===== config.mk =====
export PLATFORM = sky130hd
export DESIGN_NAME = mem_port_arbiter
export DESIGN_NICKNAME = d
export VERILOG_FILES = /design/src/rtl/mem_port_arbiter.sv
export SDC_FILE = /design/constraint.sdc
export NUM_CORES = 1
export LEC_CHECK = 0
export ABC_CLOCK_PERIOD_IN_PS = 1620
export CAP_MARGIN = 20
export CORE_UTILIZATION = 34
export DETAILED_ROUTE_END_ITERATION = 10
export PLACE_DENSITY = 0.78
export SLEW_MARGIN = 20
export SYNTH_ARGS = -nofsm -noshare
export SYNTH_HDL_FRONTEND = slang
export SYNTH_SLANG_ARGS = --single-unit

===== constraint.sdc =====
create_clock -name clk -period 1.62 [get_ports clk]
set_input_delay 0.324 -clock clk [delete_from_list [all_inputs] [get_ports clk]]
set_output_delay 0.324 -clock clk [all_outputs]
set_load 0.02 [all_outputs]

===== src/rtl/mem_port_arbiter.sv =====
// Two-master arbiter for a single synchronous memory port with a fixed read latency.
// Define MEM_PORT_ARBITER_ROUND_ROBIN_EN to break ties against the previous owner.
module mem_port_arbiter #(
    parameter int ADDR_W     = 32,
    parameter int DATA_W     = 32,
    parameter int RD_LATENCY = 1
) (
    input  logic                  clk,
    input  logic                  reset,

    input  logic                  m0_req,
    input  logic                  m0_we,
    input  logic [ADDR_W-1:0]     m0_addr,
    input  logic [DATA_W-1:0]     m0_wdata,
    input  logic [DATA_W/8-1:0]   m0_wstrb,
    output logic                  m0_gnt,
    output logic                  m0_rvalid,

    input  logic                  m1_req,
    input  logic                  m1_we,
    input  logic [ADDR_W-1:0]     m1_addr,
    input  logic [DATA_W-1:0]     m1_wdata,
    input  logic [DATA_W/8-1:0]   m1_wstrb,
    output logic                  m1_gnt,
    output logic                  m1_rvalid,

    output logic [DATA_W-1:0]     rdata,

    output logic                  mem_en,
    output logic                  mem_we,
    output logic [ADDR_W-1:0]     mem_addr,
    output logic [DATA_W-1:0]     mem_wdata,
    output logic [DATA_W/8-1:0]   mem_wstrb,
    input  logic [DATA_W-1:0]     mem_rdata
);

    localparam int STRB_W = DATA_W / 8;
    localparam int CNT_W  = 3;
    localparam logic [CNT_W-1:0] CNT_LOAD = CNT_W'(RD_LATENCY - 1);

    localparam logic [1:0] ST_IDLE    = 2'd0;
    localparam logic [1:0] ST_ACCESS  = 2'd1;
    localparam logic [1:0] ST_RD_WAIT = 2'd2;
    localparam logic [1:0] ST_RESP    = 2'd3;

`ifdef MEM_PORT_ARBITER_ROUND_ROBIN_EN
    localparam logic RR_EN = 1'b1;
`else
    localparam logic RR_EN = 1'b0;
`endif

    logic [1:0]        r_state;
    logic [CNT_W-1:0]  r_cnt;
    logic              r_owner;
    logic              r_last_owner;
    logic              r_we;
    logic [ADDR_W-1:0] r_addr;
    logic [DATA_W-1:0] r_wdata;
    logic [STRB_W-1:0] r_wstrb;
    logic [DATA_W-1:0] r_rdata;

    logic              w_any_req;
    logic              w_tie;
    logic              w_win;
    logic              w_win_we;
    logic [ADDR_W-1:0] w_win_addr;
    logic [DATA_W-1:0] w_win_wdata;
    logic [STRB_W-1:0] w_win_wstrb;
    logic              w_access;
    logic              w_resp;

    // A lone requester always wins; on a tie the fixed build favours port 0 and
    // the round-robin build favours whichever port did not own the last grant.
    assign w_any_req   = m0_req | m1_req;
    assign w_tie       = m0_req & m1_req;
    assign w_win       = w_tie ? (RR_EN & ~r_last_owner) : ~m0_req;

    assign w_win_we    = w_win ? m1_we    : m0_we;
    assign w_win_addr  = w_win ? m1_addr  : m0_addr;
    assign w_win_wdata = w_win ? m1_wdata : m0_wdata;
    assign w_win_wstrb = w_win ? m1_wstrb : m0_wstrb;

    always_ff @(posedge clk) begin
        if (reset) begin
            r_state      <= ST_IDLE;
            r_cnt        <= '0;
            r_owner      <= 1'b0;
            r_last_owner <= 1'b1;
            r_we         <= 1'b0;
            r_addr       <= '0;
            r_wdata      <= '0;
            r_wstrb      <= '0;
            r_rdata      <= '0;
        end else begin
            case (r_state)
                ST_IDLE: begin
                    if (w_any_req) begin
                        r_owner <= w_win;
                        r_we    <= w_win_we;
                        r_addr  <= w_win_addr;
                        r_wdata <= w_win_wdata;
                        r_wstrb <= w_win_wstrb;
                        r_state <= ST_ACCESS;
                    end
                end
                ST_ACCESS: begin
                    r_last_owner <= r_owner;
                    if (r_we) begin
                        r_state <= ST_IDLE;
                    end else begin
                        r_cnt   <= CNT_LOAD;
                        r_state <= ST_RD_WAIT;
                    end
                end
                ST_RD_WAIT: begin
                    // Counter reaches zero in the cycle mem_rdata becomes valid.
                    if (r_cnt == '0) begin
                        r_rdata <= mem_rdata;
                        r_state <= ST_RESP;
                    end else begin
                        r_cnt <= r_cnt - 1'b1;
                    end
                end
                ST_RESP: begin
                    r_state <= ST_IDLE;
                end
                default: begin
                    r_state <= ST_IDLE;
                end
            endcase
        end
    end

    assign w_access  = (r_state == ST_ACCESS);
    assign w_resp    = (r_state == ST_RESP);

    assign m0_gnt    = w_access & ~r_owner;
    assign m1_gnt    = w_access &  r_owner;
    assign m0_rvalid = w_resp   & ~r_owner;
    assign m1_rvalid = w_resp   &  r_owner;

    assign rdata     = r_rdata;

    // Address and write data stay parked on the last latched request between strobes.
    assign mem_en    = w_access;
    assign mem_we    = w_access & r_we;
    assign mem_addr  = r_addr;
    assign mem_wdata = r_wdata;
    assign mem_wstrb = (w_access & r_we) ? r_wstrb : '0;

endmodule


==> results.yml <==
status:
  outcome: "finished, violations left"
  failing_checks: "negative setup slack"
timing:
  final.setup_skew_ns: 0.00553
  tightest_slew_ns: 0.502
  final-max-slew-violation-count: 0
  layout_worst_path_cycle_share_pct: 100
  rsz_0062_raised_after_global_routing: "true"
  report.final.setup_viol: 2
  timing.max_slew.rel_slack_pct: 66.5
  final.min_clock_period_ns: 1.63
  hold_viol_final: 0
  max_freq_mhz: 615
  worst_slack_ns: -0.00598
clock_network:
  tritoncts: "built"
  clock_slew_seen_by_the_registers_of_the_worst_setup_and_hold_paths_ns: 0.07
  holdBufCountCts: 0
  clock_tree.htree_level_count: 3
  cts-root-to-sink-buffers: 2
  root_buffer: "sky130_fd_sc_hd__clkbuf_16"
  clkSinkCount: 107
  tritoncts.num_buffers: 9
  clk-insertion-delay-late_ns: 0.35
final_layout:
  layout.cells.most_common: "sky130_fd_sc_hd__clkdlybuf4s50_1"
  most_frequent_cells_in_the_layout: "sky130_fd_sc_hd__clkdlybuf4s50_1, sky130_fd_sc_hd__dfxtp_1, sky130_fd_sc_hd__dlygate4sd2_1"
  final_nets: 952
  finish.utilization_pct: 61.3
  layoutNonFillerInstCount: 952
  layout-area-overhead-vs-synth_pct: 76.6
  filler_cell_count: 1111
  final_layout_size_suffix_gt1_share_pct: 12.4
  antenna_cells: 0
global_route:
  grt_overflow: 0
  grt_pass1_vias: 4618
  grt_first_pass_wirelength_um: 21900
  grtUsageTotal_pct: 19.9
  antenna_found_initial: 0
  largest_net_degree_at_the_start_of_global_routing: 47
routing:
  avgViaCountPerCell: 4.84
  ant_nets: 0
  detail_route.iter0.violations: 213
  post_drt_wl_per_cell_um: 14.8
  totalWireLength_um: 14100
  drtPass1Iterations: 6
  via_count: 4607
  drt_drc: 0
setup_path:
  setup.reg_to_reg.worst_slack_ns: 0.02
  ff_to_ff_path_depth: 6
  worst_path_arrival_ns: 1.30
  worst_setup_path_end_kind: "output pin"
  worstSetupPathType: "flop to output pin"
  crit_required_ns: 1.30
  path_max_fanout: 8
  timing.critical_path.from_type: "flop"
yosys:
  ys.warnings.count: 0
  synthesis.area_per_instance_um2: 9.21
  yosysUniqueCellTypes: 27
  synthesized_cell_area_um2: 4580
  post_synth_inst_count: 497
  synth_sequential_area_ratio_pct: 46.8
  postSynthRegisterBits: 107
  synth_nets: 678
floorplan:
  core.rowCount: 42
  die-width_um: 118
  pin_count: 280
  core-area_um2: 13200
  die_h_um: 118
  die_area_um2: 13900
  initial_utilization_pct: 34.7
hold_path:
  cell_count_of_the_worst_hold_path: 4
  min-delay-path-class: "primary input to flop"
placed_design:
  numPlacedInstances: 935
  gp_congestion: 0.806
  post-dp-hpwl_um: 10600
  port-buffer-count: 279
power:
  power_density_nw_per_um2: 956
  worst_ir_drop_vdd_mv: 0.412
  power.static_leakage_uw: 0.00359
flow_run:
  cap_violations: 0
==> final timing paths <==
check,start,to
worst max-delay path,flop,mem_wstrb[0]
worst max register to register,r_state[0],flop
worst min-delay path,m0_req,r_state[0]
worst min register to register,rdata[13],rdata[13]
==> cells in the mapped netlist <==
library cell | instances | area share [%]
sky130_fd_sc_hd__or3b_4 | 1 | 0.25
sky130_fd_sc_hd__a211oi_1 | 61 | 10
sky130_fd_sc_hd__dfxtp_1 | 107 | 47
sky130_fd_sc_hd__and3_1 | 5 | 0.68
sky130_fd_sc_hd__nor2_1 | 71 | 5.8
sky130_fd_sc_hd__ha_1 | 7 | 1.9
sky130_fd_sc_hd__o21a_1 | 1 | 0.16
sky130_fd_sc_hd__buf_1 | 1 | 0.082
sky130_fd_sc_hd__o41ai_1 | 1 | 0.19
sky130_fd_sc_hd__clkbuf_1 | 16 | 1.3
sky130_fd_sc_hd__a211oi_2 | 10 | 2.7
sky130_fd_sc_hd__inv_1 | 7 | 0.57
sky130_fd_sc_hd__a21oi_1 | 34 | 3.7
sky130_fd_sc_hd__nand2_1 | 66 | 5.4
sky130_fd_sc_hd__buf_2 | 22 | 2.4
sky130_fd_sc_hd__nand3_1 | 1 | 0.11
sky130_fd_sc_hd__nand4b_1 | 1 | 0.19
sky130_fd_sc_hd__o22ai_1 | 1 | 0.14
sky130_fd_sc_hd__buf_4 | 2 | 0.33
sky130_fd_sc_hd__buf_6 | 1 | 0.25
sky130_fd_sc_hd__nand2b_1 | 2 | 0.27
sky130_fd_sc_hd__nor2b_1 | 1 | 0.14
sky130_fd_sc_hd__o32ai_1 | 2 | 0.38
sky130_fd_sc_hd__or2_2 | 3 | 0.41
sky130_fd_sc_hd__mux2i_1 | 69 | 15
sky130_fd_sc_hd__a311o_1 | 1 | 0.22
sky130_fd_sc_hd__and2_1 | 3 | 0.41
==> cell families (layout without fill, tap and decap cells) <==
group,Yosys count,count (layout),synth area share [%]
flip-flops,107,107,46.8
multiplexers,69,69,15.1
adder cells (fa/ha/maj),7,7,1.91
AO/OA/AOI/OAI,111,111,17.6
AND/OR/NAND/NOR,154,154,13.7
buffers and inverters,49,328,4.95
==> worst max-delay path, cell delays in order, from the launching register on <==
cell                      delay (ns)
sky130_fd_sc_hd__dfxtp_2        0.33
sky130_fd_sc_hd__inv_2          0.07
sky130_fd_sc_hd__ha_4           0.22
sky130_fd_sc_hd__and3_4         0.22
sky130_fd_sc_hd__buf_6          0.11
==> per-layer routing <==
layer  up-vias  GRT usage [%]  share of wire (%)
met2       198           36.4                 50
met3        21           5.57                7.8
met4         0           9.05                2.1
li1       2292              -                  -
met5         -              0                  0
met1      2096           21.1                 40
==> per-stage QoR <==
step / TNS [ns] / setup WS (ns) / total power (uW) / instance area, um2 / hold WS (ns)
floorplan: 0 / 0.111 / 4230 / 4580 / 0.460
global placement: -3.10 / -0.158 / 5420 / 7690 / 0.441
global route: -0.209 / -0.0392 / 8100 / 8080 / 0.439
CTS: -0.226 / -0.0508 / 7780 / 8000 / 0.432
detailed placement: -5.05 / -0.188 / 5480 / 7690 / 0.448
finish: -0.0102 / -0.00598 / 7730 / 8080 / 0.443
==> layout make-up <==
class                      count  area (um2)  area share, %
timing repair buffer         305        3020           37.4
multi-input combinational    341        2330           28.9
sequential                   107        2150           26.6
clock buffer                   9         225           2.79
tap                          176         220           2.72
clock inverter                 7         106           1.32
inverter                       7        26.3          0.325
==> power breakdown <==
part | switching [uW] | internal [uW]
combinational | 1150 | 1100
sequential | 152 | 2910
clock | 1030 | 1390
==> sequential cells by signal, summed over array words and instances, names as in the netlist, named ones only <==
| name | cells |
|---|---|
| mem_addr | 32 |
| mem_wdata | 32 |
| rdata | 32 |
| r_wstrb | 4 |
| r_cnt | 3 |
| r_owner | 1 |
| r_state | 1 |
| r_we | 1 |
==> repair_timing <==
action                     4_1_cts  5_1_grt
setup buffers                    1        0
cloned                           0        1
resized for setup              168       22
pin swaps                        5        3
setup endpoints to repair      108       47
No activity file was read; power rests on OpenSTA's default activity.
